==> config.mk <==
export PLATFORM = sky130hd
export DESIGN_NAME = uart_rx_param
export DESIGN_NICKNAME = d
export VERILOG_FILES = /design/src/rtl/uart_rx_param.sv
export SDC_FILE = /design/constraint.sdc
export NUM_CORES = 1
export LEC_CHECK = 0
export BUFFER_PORTS_ARGS = -buffer_cell sky130_fd_sc_hd__buf_2
export CAP_MARGIN = 10
export CORE_MARGIN = 3
export CORE_UTILIZATION = 41
export CTS_CLUSTER_DIAMETER = 80
export DETAILED_ROUTE_END_ITERATION = 8
export SLEW_MARGIN = 10
export SYNTH_ARGS = -nofsm -noshare
export SYNTH_HDL_FRONTEND = slang
export SYNTH_SLANG_ARGS = --single-unit
==> constraint.sdc <==
create_clock -name Clock -period 2.5 [get_ports Clock]
set_input_delay 0 -clock Clock [delete_from_list [all_inputs] [get_ports Clock]]
set_output_delay 0 -clock Clock [all_outputs]
set_load 0.02 [all_outputs]
==> src/rtl/uart_rx_param.sv <==
// Oversampling UART receiver: 5-9 data bits, optional even/odd parity, 1 or 2 stop bits,
// delivering each frame through a one-entry Valid/Ready holding register.
module uart_rx_param #(
    parameter int CLK_FREQ   = 50000000,
    parameter int BAUD       = 9600,
    parameter int OVERSAMPLE = 16,
    parameter int DATA_BITS  = 8,
    parameter int PARITY     = 0,
    parameter int STOP_BITS  = 1
) (
    input  logic                 Clock,
    input  logic                 Reset,
    input  logic                 Rx,
    output logic [DATA_BITS-1:0] Data,
    output logic                 Valid,
    input  logic                 Ready,
    output logic                 FramingError,
    output logic                 ParityError,
    output logic                 Overrun,
    output logic                 Busy
);

    localparam int TICK_DIV = (CLK_FREQ + BAUD * OVERSAMPLE / 2) / (BAUD * OVERSAMPLE);
    localparam int DIV_W    = (TICK_DIV > 1) ? $clog2(TICK_DIV) : 1;
    localparam int OS_W     = $clog2(OVERSAMPLE);

    localparam logic [DIV_W-1:0] DIV_LAST  = DIV_W'(TICK_DIV - 1);
    localparam logic [OS_W-1:0]  OS_LAST   = OS_W'(OVERSAMPLE - 1);
    localparam logic [OS_W-1:0]  OS_HALF   = OS_W'(OVERSAMPLE / 2 - 1);
    localparam logic [3:0]       BIT_LAST  = 4'(DATA_BITS - 1);
    localparam logic             STOP_LAST = (STOP_BITS == 2);
    localparam logic             ODD_PAR   = (PARITY == 2);

    typedef enum logic [2:0] {
        S_IDLE,
        S_START,
        S_DATA,
        S_PARITY,
        S_STOP
    } state_t;

    state_t                 state, state_next;
    logic                   rx_meta, rxs;
    logic                   armed;
    logic [DIV_W-1:0]       div_cnt;
    logic [OS_W-1:0]        os_cnt;
    logic [3:0]             bit_idx;
    logic                   stop_idx;
    logic [DATA_BITS-1:0]   shift;
    logic                   par_err;
    logic                   frm_err;

    logic                   tick;
    logic                   sample;
    logic                   complete;
    logic                   frame_fe;

    assign tick     = (div_cnt == DIV_LAST);
    assign frame_fe = frm_err | ~rxs;
    assign Busy     = (state != S_IDLE);

    always_ff @(posedge Clock or negedge Reset) begin
        if (!Reset) begin
            rx_meta <= 1'b1;
            rxs     <= 1'b1;
        end else begin
            rx_meta <= Rx;
            rxs     <= rx_meta;
        end
    end

    always_ff @(posedge Clock or negedge Reset) begin
        if (!Reset) state <= S_IDLE;
        else        state <= state_next;
    end

    always_comb begin
        state_next = state;
        sample     = 1'b0;
        complete   = 1'b0;
        case (state)
            S_IDLE: begin
                if (armed && !rxs) state_next = S_START;
            end
            S_START: begin
                if (tick && os_cnt == OS_HALF) begin
                    sample     = 1'b1;
                    state_next = rxs ? S_IDLE : S_DATA;
                end
            end
            S_DATA: begin
                if (tick && os_cnt == OS_LAST) begin
                    sample = 1'b1;
                    if (bit_idx == BIT_LAST) state_next = (PARITY != 0) ? S_PARITY : S_STOP;
                end
            end
            S_PARITY: begin
                if (tick && os_cnt == OS_LAST) begin
                    sample     = 1'b1;
                    state_next = S_STOP;
                end
            end
            S_STOP: begin
                if (tick && os_cnt == OS_LAST) begin
                    sample = 1'b1;
                    if (stop_idx == STOP_LAST) begin
                        complete   = 1'b1;
                        state_next = S_IDLE;
                    end
                end
            end
            default: state_next = S_IDLE;
        endcase
    end

    // Clock divider and oversample counter; both parked at zero while idle.
    always_ff @(posedge Clock or negedge Reset) begin
        if (!Reset) begin
            div_cnt <= '0;
            os_cnt  <= '0;
        end else if (state == S_IDLE) begin
            div_cnt <= '0;
            os_cnt  <= '0;
        end else if (tick) begin
            div_cnt <= '0;
            os_cnt  <= sample ? '0 : os_cnt + 1'b1;
        end else begin
            div_cnt <= div_cnt + 1'b1;
        end
    end

    always_ff @(posedge Clock or negedge Reset) begin
        if (!Reset) begin
            armed    <= 1'b0;
            bit_idx  <= '0;
            stop_idx <= 1'b0;
            shift    <= '0;
            par_err  <= 1'b0;
            frm_err  <= 1'b0;
        end else begin
            case (state)
                S_IDLE: begin
                    if (rxs) armed <= 1'b1;
                    bit_idx  <= '0;
                    stop_idx <= 1'b0;
                    par_err  <= 1'b0;
                    frm_err  <= 1'b0;
                end
                S_DATA: begin
                    if (sample) begin
                        shift   <= {rxs, shift[DATA_BITS-1:1]};
                        bit_idx <= bit_idx + 1'b1;
                    end
                end
                S_PARITY: begin
                    if (sample) par_err <= (^shift) ^ rxs ^ ODD_PAR;
                end
                S_STOP: begin
                    if (sample) begin
                        frm_err  <= frame_fe;
                        stop_idx <= 1'b1;
                        // A bad stop bit means the line may be in break; wait for it to rise.
                        if (complete && frame_fe) armed <= 1'b0;
                    end
                end
                default: ;
            endcase
        end
    end

    // Holding register: Valid/Data/flags stay put until Valid&Ready at a Clock edge.
    always_ff @(posedge Clock or negedge Reset) begin
        if (!Reset) begin
            Data         <= '0;
            Valid        <= 1'b0;
            FramingError <= 1'b0;
            ParityError  <= 1'b0;
            Overrun      <= 1'b0;
        end else begin
            if (Valid && Ready) Overrun <= 1'b0;
            if (complete) begin
                if (!Valid || Ready) begin
                    Data         <= shift;
                    Valid        <= 1'b1;
                    FramingError <= frame_fe;
                    ParityError  <= par_err;
                end else begin
                    Overrun <= 1'b1;
                end
            end else if (Valid && Ready) begin
                Valid <= 1'b0;
            end
        end
    end

endmodule

# Word-level counts from Yosys, hierarchy flattened
# Cells that the tools add are included.
dict set report totals {
  regBits 46
  latchBits 0
  ram_bits 0
  mem_bits_ro 0
  inputBits 4
  output_inout_bits 13
  n_memories 0
}
dict set report classes {
  n_addsub 3
  multipliers 0
  div 0
  magnitude_cmp 0
  eq_ne 21
  n_shift 0
  mux 38
  bitwise_logic 3
  n_reduce_logical 25
}
# op n
set ops {}
lappend ops {{2-bit inequality test, second input constant} 12}
lappend ops {{3-bit 2-to-1 mux} 7}
lappend ops {{9-bit 2-to-1 mux} 2}
lappend ops {{1-bit 2-to-1 mux} 17}
lappend ops {{4-bit 2-to-1 mux} 4}
lappend ops {{3-bit one-hot mux with 5 select lines} 1}
lappend ops {{2-bit AND reduction} 6}
lappend ops {{1-bit one-hot mux with 2 select lines} 5}
lappend ops {{2-bit nonzero test} 5}
lappend ops {{9-bit by 1-bit adder with 9-bit output, second input constant} 1}
lappend ops {{9-bit == test, second input constant} 1}
lappend ops {{4-bit by 1-bit adder with 4-bit output, second input constant} 2}
lappend ops {{4-bit by 3-bit == test with 1-bit output, second input constant} 2}
lappend ops {{4-bit one-hot mux with 2 select lines} 1}
lappend ops {{8-bit parity} 1}
lappend ops {{7-bit AND reduction} 1}
lappend ops {{3-bit by 2-bit == test with 1-bit output, second input constant} 2}
lappend ops {{1-bit logical AND} 5}
lappend ops {{4-bit == test, second input constant} 1}
lappend ops {{4-bit AND reduction} 1}
lappend ops {{3-bit by 1-bit == test with 1-bit output, second input constant} 1}
lappend ops {{3-bit == test, second input constant} 1}
lappend ops {{3-bit zero test} 1}
lappend ops {{3-bit nonzero test} 1}
lappend ops {{8 further kinds} 9}

# Longest topological paths before layout
dict set report logic_depth {
  depth_word 8
  mapped_depth 9
  mapped_depth_nobuf 6
}

# Least setup slack after synthesis
# Ideal clock, no wire load.
dict set report synth_path {
  path_kind {register to register}
  from {register div_cnt[1]}
  to {register Data[0]}
  setup_time_ns 0.125
  t_arrival_ns 1.860
  required_time_ns 2.375
  path_slack_ns 0.514
  stages_incl_launch_ff 10
  path_buffers 3
  cell_sequence {dfrtp_1 > inv_1 > ha_1 > and4b_1 > clkbuf_1 > and3_1 > buf_6 > and3_4 > buf_12 > mux2_4}
}
dict set report synth_via {
  elab_chain_cells 5
}
# item line_no
set synth_rtl {}
lappend synth_rtl {{from (decl)} 45} ;# logic [DIV_W-1:0] div_cnt;
lappend synth_rtl {{from (signal assigned)} 128} ;# div_cnt <= div_cnt + 1'b1;
lappend synth_rtl {{9-bit == test} 58} ;# assign tick = (div_cnt == DIV_LAST);
lappend synth_rtl {{1-bit logical AND} 104} ;# if (tick && os_cnt == OS_LAST) begin
lappend synth_rtl {{1-bit 2-to-1 mux} 104}
lappend synth_rtl {{1-bit 2-to-1 mux} 81} ;# case (state)
lappend synth_rtl {{2-bit AND reduction (no line)} --}
lappend synth_rtl {{to (signal assigned)} 183} ;# Data <= shift;
lappend synth_rtl {{to (decl)} 14} ;# output logic [DATA_BITS-1:0] Data,
# No other way between the ends.
# A chain may end at the register's enable or synchronous reset.

# Worst setup path in the final report
dict set report layout_path {
  from {register state[2]}
  to {register shift[6]}
}
dict set report layout_via {
  elab_chain_cells 4
  word_cells_on_any_way 7
  cone_classes {eq/ne: 4; mux: 1; reduce/logical: 2}
}
# item line_no
set layout_rtl {}
lappend layout_rtl {{from (decl)} 42} ;# state_t state, state_next;
lappend layout_rtl {{from (signal assigned)} 74} ;# else state <= state_next;
lappend layout_rtl {{3-bit == test (tied with other cells)} 81}
lappend layout_rtl {{3-bit OR reduction (no line)} --}
lappend layout_rtl {{1-bit one-hot mux with 2 select lines} 81}
lappend layout_rtl {{2-bit AND reduction (no line) *} --}
lappend layout_rtl {{to (signal assigned)} 151} ;# shift <= {rxs, shift[DATA_BITS-1:1]};
lappend layout_rtl {{to (decl)} 49} ;# logic [DATA_BITS-1:0] shift;
# Mark *: on every way between the ends. The rest lies on a longest branch, timed or not.

==> results.tsv <==
stage	metric	value	unit
outcome	result of the run	finished, final reports clean	
clocking	buffer depth of the longest clock path	2	
floorplanning	io pins	17	
yosys	post-synth top area share	47.2	%
setup_path	data arrival time of the critical path	2.33	ns
global_routing	vias in the first global route	1522	
setup_path	Crit Path Max Fanout	15	
clocking	TritonCTS clock tree	done	
timing	setup repair after global routing missed its margin	false	
yosys	Post-Synthesis Net Count	207	
floorplanning	floorplan die area	0.00664	mm2
finish	area occupied by multi-input gates	0.00109	mm2
setup_path	launching element type of the critical path	register	
global_routing	overall overflow remaining after global route	0	
route	DRT antenna net count	0	
clocking	number of buffers created by CTS	5	
finish	share of cells above drive strength 1	25.0	%
setup_path	peak per-stage delay on the critical path	0.59	ns
timing	measured slew at the worst slew-check pin	0.989	ns
route	total number of vias	1507	
clocking	buffer type at the clock tree root	clkbuf_8	
timing	worst clock skew	0.00925	ns
placed_design	cell area reported after detailed placement	0.00248	mm2
global_routing	maximum number of pins on one net before global-route repair	47	
clocking	number of clock sinks seen by CTS	46	
yosys	most used flip-flop cell after synthesis	dfrtp_1	
timing	maximum clock frequency	467	MHz
pwr	overall power	1.64	mW
finish	flip-flop and latch area	0.00115	mm2
pwr	maximum vdd drop	0.413	mV
finish	commonest non-fill, non-tap cell in the layout	dfrtp_1	
setup_path	Critical Path, Cell by Cell	or4bb_1, nand3_1, and3_4, mux2_4	
placed_design	Placement Setup Slack	0.396	ns
timing	Hold Vio Cnt, Final	0	
finish	total non-filler cell area in the finished layout	0.00262	mm2
clocking	worst skew pair latency	0.29	ns
timing	final critical-path setup slack	0.357	ns
job	max-capacitance violation count	0	
clocking	quantity of gates resized following cts	0	
route	violation count after the first detailed-route iteration	77	
finish	ant diodes	0	
pwr	power per cell area	626	mW/mm2
floorplanning	width of the chip	81.5	um
placed_design	number of placed cells counting well taps	283	
setup_path	capturing element type of the critical path	register	
finish	number of fill cells	491	
placed_design	weighted congestion at the end of routability-driven global placement	0.839	
finish	Total Nets Final	231	
finish	layout-stage area growth over the synthesis result	12.1	%
clocking	number of levels in the clock H-tree	2	
global_routing	number of antenna violations at the first check in global routing	0	
timing	Slew Viols, Final	0	
global_routing	Total GRT Usage	13.8	%
yosys	count of unique library cells instantiated by Yosys	47	
floorplanning	count of standard-cell rows	26	
placed_design	final HPWL from detailed placement	2800	um
worst_hold_path	path class of the lowest-slack min-delay path	input pin to register	
setup_path	required time of the critical path	2.69	ns
finish	post-layout instance count excluding filler cells	294	
yosys	number of warnings issued by yosys	0	
yosys	biggest area consumer among synthesized cells	dfrtp_1	
yosys	Synth async-reset ratio	100	%
timing	Min Clock Period, post-route	2.14	ns
timing	final-report setup violation count	0	
route	wire length per cell	13.8	um
yosys	summed instance area of the synthesized netlist	0.00233	mm2
timing	relative slew slack	34.1	%
timing	post-route worst hold slack	0.345	ns
setup_path	Setup Crit Path Kind	register to register	
timing	fraction of the cycle the final worst path needs	85.7	%
route	detailed-router iteration count before antenna repair	4	
yosys	number of enable flip-flop cells after synthesis	0	
yosys	ranking of synthesized cells by area	dfrtp_1, mux2_4, xnor2_1, nor2_1, nand2_1	
route	Final Routed Wirelength	4050	um
yosys	register area share after synthesis	49.4	%
route	via-per-instance ratio	5.13	
yosys	number of flip-flops and latches in the synthesized netlist	46	
finish	Post-Route Utilization	49.4	%
clocking	Clock transition at path regs	0.09	ns
setup_path	crit path max-delay cell type	dfrtp_1	
yosys	cell count after synthesis	199	
floorplanning	placeable core region	0.00530	mm2
yosys	post-synthesis average cell area	11.7	um2
global_routing	wire length of the first global-routing pass	7150	um
route	detailed-route DRC error count	0	
floorplanning	vertical extent of the die	81.5	um
finish	commonest cells after routing, fill and taps aside	dfrtp_1, nor2_1, mux2_4	
timing	Setup TNS Final	0	ns
clocking	post-CTS setup-driven buffer insertion count	0	
pwr	static leakage	1.24	nW
placed_design	total of buffers placed on input and output ports	16	
floorplanning	starting density of the core	44.0	%
cell usage after synthesis, types with 2 or more instances:
cell / count
dfrtp_1: 44
nor2_1: 20
mux2_4: 18
nand2_1: 17
nand3_1: 10
xnor2_1: 10
clkbuf_1: 5
inv_1: 5
a21oi_1: 4
ha_1: 4
o21ai_0: 4
xor2_1: 4
a31oi_1: 3
a41oi_1: 3
and3_1: 3
nand2b_1: 3
nor2b_1: 3
nor3_1: 3
a22o_1: 2
and3_4: 2
and4b_1: 2
buf_12: 2
dfstp_2: 2
mux2i_1: 2
nand4_1: 2
area by class of cell:
class                           instances  share of cell area [%]
Sequential cell                        46                    44.1
Multi-Input combinational cell        139                    41.6
Timing Repair Buffer                   25                    5.93
Tap cell                               70                    3.35
Clock buffer                            6                    2.77
Clock inverter                          2                    1.43
Inverter                                6                   0.860
power by group:
part | total [mW] | switching, mW | internal (mW)
Clock | 0.550 | 0.252 | 0.299
Combinational | 0.230 | 0.124 | 0.106
Sequential | 0.858 | 0.0666 | 0.792
worst max-delay path: cells and delay by family, from the launching register on:
kind	cells	cell delay, ns
flip-flops	1	0.59
multiplexers	1	0.32
AND/OR/NAND/NOR	3	1.13
routing by layer:
layer | track usage (%) | part of all wire (%) | vias up
met3 | 3.29 | 4.1 | 2
met2 | 21.7 | 45 | 25
li1 | - | - | 750
met1 | 19.2 | 50 | 730
met4 | 3.04 | 0.49 | 0
met5 | 0 | 0 | -
registers in the layout (all words and copies together), names as in the netlist, 3 cells and up:
| name | flops |
|---|---|
| div_cnt | 9 |
| state | 3 |
| bit_idx | 4 |
| Data | 8 |
| os_cnt | 4 |
| shift | 8 |
cell families after synthesis:
| family | share of synthesized area, % |
|---|---|
| buf+inv | 3.97 |
| fa+ha+maj | 2.14 |
| flops | 49.4 |
| xor+xnor | 6.22 |
| simple gates | 17.4 |
| compound gates | 7.93 |
| mux | 12.9 |
final timing paths:
path                       cells after the start  endpoint  slack (ns)     start
min reg2reg                                    0       rxs        0.36   rx_meta
min in group asynchronous                      2   Data[4]        0.41     Reset
max reg2reg                                    4  shift[6]        0.36  state[2]
min                                            2   rx_meta        0.35        Rx
max                                            4  shift[6]        0.36  state[2]
max in group asynchronous                      2  state[2]        1.48     Reset
repair_timing:
item                       CTS  global route
hold endpoints to repair    46             0
setup endpoints to repair    0             0
hold buffers                 3             0
Power figures use the tool's default switching activity.
